## src/rtl/id_stage_pipelined.sv

```systemverilog
// MIPS instruction-decode stage: decode, register-file read with WB write-through,
// immediate sign-extension, load-use stall detection and the ID/EX pipeline register.
module id_stage_pipelined #(
  parameter int B   = 32,
  parameter int W   = 5,
  parameter int IMM = 16
) (
  input  logic         clk,
  input  logic         reset,
  input  logic         in_valid,
  input  logic [B-1:0] instruction,
  input  logic         flush,
  input  logic         wb_reg_write,
  input  logic [W-1:0] wb_addr,
  input  logic [B-1:0] wb_data,
  output logic         stall_out,
  output logic         out_valid,
  output logic [B-1:0] reg_data1,
  output logic [B-1:0] reg_data2,
  output logic [B-1:0] imm_ext,
  output logic [W-1:0] rs,
  output logic [W-1:0] rt,
  output logic [W-1:0] rd,
  output logic         wb_reg_write_o,
  output logic         wb_mem_to_reg_o,
  output logic         m_branch_o,
  output logic         m_mem_read_o,
  output logic         m_mem_write_o,
  output logic         ex_reg_dst_o,
  output logic         ex_alu_src_o,
  output logic [1:0]   ex_alu_op_o,
  output logic         illegal_o
);

  localparam logic [5:0] OP_RTYPE = 6'b000000;
  localparam logic [5:0] OP_LW    = 6'b100011;
  localparam logic [5:0] OP_SW    = 6'b101011;
  localparam logic [5:0] OP_BEQ   = 6'b000100;
  localparam logic [5:0] OP_ADDI  = 6'b001000;

  localparam logic [1:0] ALU_ADD   = 2'b00;
  localparam logic [1:0] ALU_SUB   = 2'b01;
  localparam logic [1:0] ALU_FUNCT = 2'b10;

  localparam int DEPTH = 2 ** W;

  logic [B-1:0] regs [DEPTH];

  logic [5:0]   opcode;
  logic [W-1:0] rs_addr;
  logic [W-1:0] rt_addr;
  logic [W-1:0] rd_addr;

  assign opcode  = instruction[31:26];
  assign rs_addr = instruction[25:21];
  assign rt_addr = instruction[20:16];
  assign rd_addr = instruction[15:11];

  logic         dec_reg_write;
  logic         dec_mem_to_reg;
  logic         dec_branch;
  logic         dec_mem_read;
  logic         dec_mem_write;
  logic         dec_reg_dst;
  logic         dec_alu_src;
  logic [1:0]   dec_alu_op;
  logic         dec_illegal;

  always_comb begin
    dec_reg_write  = 1'b0;
    dec_mem_to_reg = 1'b0;
    dec_branch     = 1'b0;
    dec_mem_read   = 1'b0;
    dec_mem_write  = 1'b0;
    dec_reg_dst    = 1'b0;
    dec_alu_src    = 1'b0;
    dec_alu_op     = ALU_ADD;
    dec_illegal    = 1'b0;
    case (opcode)
      OP_RTYPE: begin
        dec_reg_write = 1'b1;
        dec_reg_dst   = 1'b1;
        dec_alu_op    = ALU_FUNCT;
      end
      OP_LW: begin
        dec_reg_write  = 1'b1;
        dec_mem_to_reg = 1'b1;
        dec_mem_read   = 1'b1;
        dec_alu_src    = 1'b1;
      end
      OP_SW: begin
        dec_mem_write = 1'b1;
        dec_alu_src   = 1'b1;
      end
      OP_BEQ: begin
        dec_branch = 1'b1;
        dec_alu_op = ALU_SUB;
      end
      OP_ADDI: begin
        dec_reg_write = 1'b1;
        dec_alu_src   = 1'b1;
      end
      default: dec_illegal = 1'b1;
    endcase
  end

  // A write landing this cycle is visible to the instruction being decoded now.
  logic         wb_active;
  logic [B-1:0] rd_data1;
  logic [B-1:0] rd_data2;

  assign wb_active = wb_reg_write && (wb_addr != '0);

  always_comb begin
    if (rs_addr == '0)
      rd_data1 = '0;
    else if (wb_active && (wb_addr == rs_addr))
      rd_data1 = wb_data;
    else
      rd_data1 = regs[rs_addr];

    if (rt_addr == '0)
      rd_data2 = '0;
    else if (wb_active && (wb_addr == rt_addr))
      rd_data2 = wb_data;
    else
      rd_data2 = regs[rt_addr];
  end

  always_ff @(posedge clk or posedge reset) begin
    if (reset) begin
      for (int i = 0; i < DEPTH; i++)
        regs[i] <= '0;
    end else if (wb_active) begin
      regs[wb_addr] <= wb_data;
    end
  end

  // Load-use: the lw now in ID/EX targets a source of the instruction in IF/ID.
  assign stall_out = in_valid && out_valid && m_mem_read_o && (rt != '0) &&
                     ((rt == rs_addr) || (rt == rt_addr));

  logic issue;
  assign issue = in_valid && !flush && !stall_out;

  always_ff @(posedge clk or posedge reset) begin
    if (reset) begin
      out_valid       <= 1'b0;
      reg_data1       <= '0;
      reg_data2       <= '0;
      imm_ext         <= '0;
      rs              <= '0;
      rt              <= '0;
      rd              <= '0;
      wb_reg_write_o  <= 1'b0;
      wb_mem_to_reg_o <= 1'b0;
      m_branch_o      <= 1'b0;
      m_mem_read_o    <= 1'b0;
      m_mem_write_o   <= 1'b0;
      ex_reg_dst_o    <= 1'b0;
      ex_alu_src_o    <= 1'b0;
      ex_alu_op_o     <= ALU_ADD;
      illegal_o       <= 1'b0;
    end else begin
      reg_data1 <= rd_data1;
      reg_data2 <= rd_data2;
      imm_ext   <= {{(B-IMM){instruction[IMM-1]}}, instruction[IMM-1:0]};
      rs        <= rs_addr;
      rt        <= rt_addr;
      rd        <= rd_addr;
      if (issue) begin
        out_valid       <= 1'b1;
        wb_reg_write_o  <= dec_reg_write;
        wb_mem_to_reg_o <= dec_mem_to_reg;
        m_branch_o      <= dec_branch;
        m_mem_read_o    <= dec_mem_read;
        m_mem_write_o   <= dec_mem_write;
        ex_reg_dst_o    <= dec_reg_dst;
        ex_alu_src_o    <= dec_alu_src;
        ex_alu_op_o     <= dec_alu_op;
        illegal_o       <= dec_illegal;
      end else begin
        out_valid       <= 1'b0;
        wb_reg_write_o  <= 1'b0;
        wb_mem_to_reg_o <= 1'b0;
        m_branch_o      <= 1'b0;
        m_mem_read_o    <= 1'b0;
        m_mem_write_o   <= 1'b0;
        ex_reg_dst_o    <= 1'b0;
        ex_alu_src_o    <= 1'b0;
        ex_alu_op_o     <= ALU_ADD;
        illegal_o       <= 1'b0;
      end
    end
  end

endmodule

```

## config.mk

```make
export PLATFORM = sky130hd
export DESIGN_NAME = id_stage_pipelined
export DESIGN_NICKNAME = d
export VERILOG_FILES = /design/src/rtl/id_stage_pipelined.sv
export SDC_FILE = /design/constraint.sdc
export NUM_CORES = 2
export LEC_CHECK = 0
export CAP_MARGIN = 20
export CORE_MARGIN = 2
export CORE_UTILIZATION = 55
export DETAILED_ROUTE_END_ITERATION = 8
export PLACE_DENSITY = 0.73
export SYNTH_ARGS = -nofsm -noshare
export SYNTH_HDL_FRONTEND = slang
export SYNTH_SLANG_ARGS = --single-unit
export TNS_END_PERCENT = 5
```

## constraint.sdc

```tcl
create_clock -name clk -period 69.8 [get_ports clk]
set_input_delay 20.94 -clock clk [delete_from_list [all_inputs] [get_ports clk]]
set_output_delay 20.94 -clock clk [all_outputs]
set_load 0.05 [all_outputs]
```

==> insert_results.sql <==
INSERT INTO impl_metrics (metric_group, metric, value, unit) VALUES
('sta', 'fin_skew', '0.0197', 'ns'),
('clock_tree', 'ctsHoldBuffers', '0', ''),
('sta', 'timing.slew.headroom', '17.5', '%'),
('global_route', 'grt_start_max_net_pins', '157', ''),
('logic_synthesis', 'syn-mean-instance-area', '14.5', 'sq um'),
('routing', 'viasPerCell', '7.06', ''),
('critical_path', 'end_kind', 'output port', ''),
('logic_synthesis', 'mappedNetlistNets', '4070', ''),
('logic_synthesis', 'synthXorXnorAreaFrac', '0.303', '%'),
('global_route', 'grt_first_pass_wirelength', '268000', 'um'),
('power_and_ir_drop', 'largest_vdd_supply_drop', '0.0200', 'mV'),
('critical_path', 'critPathMaxFanout', '38', ''),
('clock_tree', 'clk_slew_on_worst_s_h_paths', '0.06', 'ns'),
('logic_synthesis', 'syn_inst', '3996', ''),
('logic_synthesis', 'synth_simple_gate_area_share', '2.58', '%'),
('floorplanning', 'design.core.area', '0.105', 'sq mm'),
('floorplanning', 'row_count', '119', ''),
('logic_synthesis', 'synth_sequential_area_ratio', '48.5', '%'),
('global_route', 'globalRoute.totalOverflow', '0', ''),
('logic_synthesis', 'synthAdderAreaFrac', '0', '%'),
('critical_path', 'crit_required', '48.86', 'ns'),
('sta', 'setup_violations', '0', ''),
('cells_and_area', 'final_nets', '4031', ''),
('sta', 'max_clock_freq', '22.6', 'MHz'),
('floorplanning', 'die_area', '0.108', 'sq mm'),
('critical_path', 'r2r_setup_slack', '67.62', 'ns'),
('logic_synthesis', 'synthesis.area', '0.0579', 'sq mm'),
('global_route', 'grt_antenna_before_repair', '10', ''),
('logic_synthesis', 'ys_ff_latch', '1123', ''),
('critical_path', 'worst-endpoint-arrival', '23.33', 'ns'),
('routing', 'iteration_count_of_the_initial_detailed_routing_pass', '7', ''),
('logic_synthesis', 'synth_enable_flop_cells', '0', ''),
('logic_synthesis', 'synth_ff_type', 'dfrtp_1', ''),
('power_and_ir_drop', 'power.density_cell_area', '29.2', 'mW/mm^2'),
('placed_design', 'port-buffer-count', '196', ''),
('logic_synthesis', 'synth_compound_area_share', '5.48', '%'),
('routing', 'drt_first_iter_violations', '4408', ''),
('floorplanning', 'dieWidth', '328', 'um'),
('run', 'maxCapViolations', '0', ''),
('clock_tree', 'clock-root-buffer', 'clkbuf_16', ''),
('cells_and_area', 'layout_cells_sized_above_1', '44.7', '%'),
('clock_tree', 'numCtsBuffers', '119', ''),
('logic_synthesis', 'synth_top_family_by_area', 'multiplexers', ''),
('clock_tree', 'cts_max_path_buffers', '3', ''),
('routing', 'drt_drc_violations_left', '0', ''),
('routing', 'route.vias.total', '38500', ''),
('global_route', 'grt_pass1_vias', '38800', ''),
('clock_tree', 'post_cts.repair.setup_buffers', '0', ''),
('placed_design', 'gp_congestion', '0.817', ''),
('cells_and_area', 'final_core_utilization', '62.0', '%'),
('routing', 'detail_route.wl_per_cell', '33.4', 'um'),
('sta', 'layout_worst_path_cycle_share', '63.4', '%'),
('clock_tree', 'numClockSinks', '1123', ''),
('logic_synthesis', 'muxShareOfSynthArea', '39.3', '%'),
('power_and_ir_drop', 'total_leakage_power', '0.0282', 'uW'),
('logic_synthesis', 'synth.yosys.warnings', '0', ''),
('sta', 'max_slew.worst_pin.slew', '1.24', 'ns'),
('routing', 'routed_wl', '182000', 'um'),
('routing', 'drtAntennaViolNets', '0', ''),
('floorplanning', 'chip_height', '328', 'um'),
('critical_path', 'cp-start-kind', 'input port', ''),
('sta', 'timing.setup.tns', '0', 'ns'),
('logic_synthesis', 'synth.lib_cells_used.distinct', '57', ''),
('floorplanning', 'floorplan.initialDensity', '55.2', '%'),
('logic_synthesis', 'postSynth.asyncResetShare', '100', '%'),
('outcome', 'run_status', 'finished, final reports clean', ''),
('placed_design', 'place_hpwl', '98100', 'um'),
('worst_hold_path', 'min-delay-path-class', 'reg -> reg', ''),
('cells_and_area', 'area.growth.synth_to_final', '12.3', '%'),
('sta', 'final_hold_viol_count', '0', ''),
('sta', 'period_minus_slack', '44.27', 'ns'),
('clock_tree', 'cts_repair_resize_count', '0', ''),
('clock_tree', 'ctsHtreeMaxLevel', '3', ''),
('global_route', 'grt_use_total', '34.0', '%'),
('clock_tree', 'latest_clock_arrival_within_the_worst_skew_pair', '0.72', 'ns'),
('clock_tree', 'cts_tree', 'built', ''),
('critical_path', 'worstSetupPathType', 'in -> out', ''),
('sta', 'drv_slew', '0', ''),
('sta', 'grt_setup_unrepaired', 'no', ''),
('floorplanning', 'ios', '197', '');
## power breakdown
group	internal [uW]	switching, uW	leakage, uW
registers	770	85.1	0.0144
logic	214	171	0.0118
clock network	388	272	0.00200
total	1370	528	0.0282
## layout by cell type (no fill, tap or decap), types with 7 or more instances in the layout
| cell type | count |
|---|---|
| a2111oi_0 | 12 |
| a211o_1 | 12 |
| a211oi_1 | 35 |
| a21oi_1 | 49 |
| a221o_1 | 22 |
| a221oi_1 | 32 |
| a22oi_1 | 83 |
| a31oi_1 | 7 |
| a32o_1 | 32 |
| and2_1 | 13 |
| buf_16 | 13 |
| buf_4 | 98 |
| bufinv_16 | 11 |
| clkbuf_1 | 27 |
| clkbuf_16 | 125 |
| clkbuf_8 | 30 |
| clkdlybuf4s50_1 | 186 |
| clkinv_2 | 24 |
| clkinvlp_4 | 8 |
| dfrtp_1 | 1123 |
| mux2_2 | 1046 |
| mux2i_1 | 218 |
| mux4_2 | 386 |
| nand2_1 | 41 |
| nand2_2 | 13 |
| nand2b_1 | 12 |
| nand3_1 | 24 |
| nor2_1 | 65 |
| nor2_4 | 13 |
| nor2b_1 | 9 |
| nor3_1 | 47 |
| nor4_1 | 15 |
| o21ai_0 | 24 |
| o221ai_1 | 62 |
| o22ai_1 | 31 |
| xnor2_1 | 7 |
| xor2_1 | 13 |
## metrics by stage
stage | hold WS (ns) | total power, uW | instance area (sq um) | cells | worst slack [ns]
2_1_floorplan | 0.438 | 1130 | 57900 | 3996 | 17.24
3_3_place_gp | 0.377 | 1220 | 60400 | 5206 | 25.48
3_5_place_dp | 0.384 | 1240 | 60400 | 5207 | 25.56
4_1_cts | 0.397 | 1900 | 64500 | 5432 | 25.56
5_1_grt | 0.407 | 1970 | 65000 | 5454 | 25.41
6_report | 0.396 | 1900 | 65000 | 5454 | 25.53
## registers in the layout, indices dropped and copies added (netlist names), 2 cells and up
name and cells:
rs 5, reg_data1 32, reg_data2 32, regs 1024
ex_alu_op_o 2, imm_ext 12, rt 5, rd 4
## final timing paths
kind,start,end,cells past startpoint
min in group asynchronous,reset,regs[518],2
max in group asynchronous,reset,reg_data2[24],6
worst max-delay path,instruction[19],stall_out,7
worst max register to register,rt[0],ex_alu_op_o[0],5
worst min-delay path,regs[1004],regs[1004],0
worst min register to register,regs[1004],regs[1004],0
## worst max-delay path: stages
cell,delay [ns]
buf_2,0.08
buf_4,0.53
xor2_1,0.22
nor2_1,0.07
a22oi_1,0.60
nor3b_1,0.13
clkdlybuf4s50_1,0.74
## kinds of logic after synthesis
logic type	Yosys count
AO/OA/AOI/OAI	415
AND/OR/NAND/NOR	300
flip-flops	1123
multiplexers	1656
XOR/XNOR	20
buffers and inverters	482
## cell usage after synthesis (31+ instances only)
master / n / area share (%)
buf_2: 107 / 0.93
mux4_2: 386 / 15
a211oi_1: 35 / 0.45
a21oi_1: 49 / 0.42
clkbuf_1: 242 / 1.6
a221oi_1: 32 / 0.48
o221ai_1: 62 / 0.94
nand2_1: 57 / 0.37
a32o_1: 32 / 0.55
dfrtp_1: 1123 / 49
mux2i_1: 218 / 3.8
nor2_1: 79 / 0.51
mux2_2: 1046 / 20
a22oi_1: 83 / 1.1
o22ai_1: 31 / 0.34
buf_4: 46 / 0.60
nor3_1: 48 / 0.42
buf_1: 67 / 0.43
## metal layers
metal  GRT usage (%)  wire length [um]  part of all wire [%]  up-vias
met3            8.26             17500                   9.6      519
met1            44.8             69400                    38    20600
met4            16.6              9980                   5.5       12
li1                -                 -                     -    15300
met2            53.2             85000                    47     2112
met5               0                90                 0.049        -
## cell type report
class                      instances  area (sq um)
antenna                            2          5.00
clock buffer                     176          3510
clock inverter                    49           563
fill                            7859         39800
inverter                           7          33.8
multi-input combinational       2391         27800
sequential                      1123         28100
tap                             1391          1740
timing repair buffer             315          3230
Note: power is estimated with default switching activity, not from simulation.
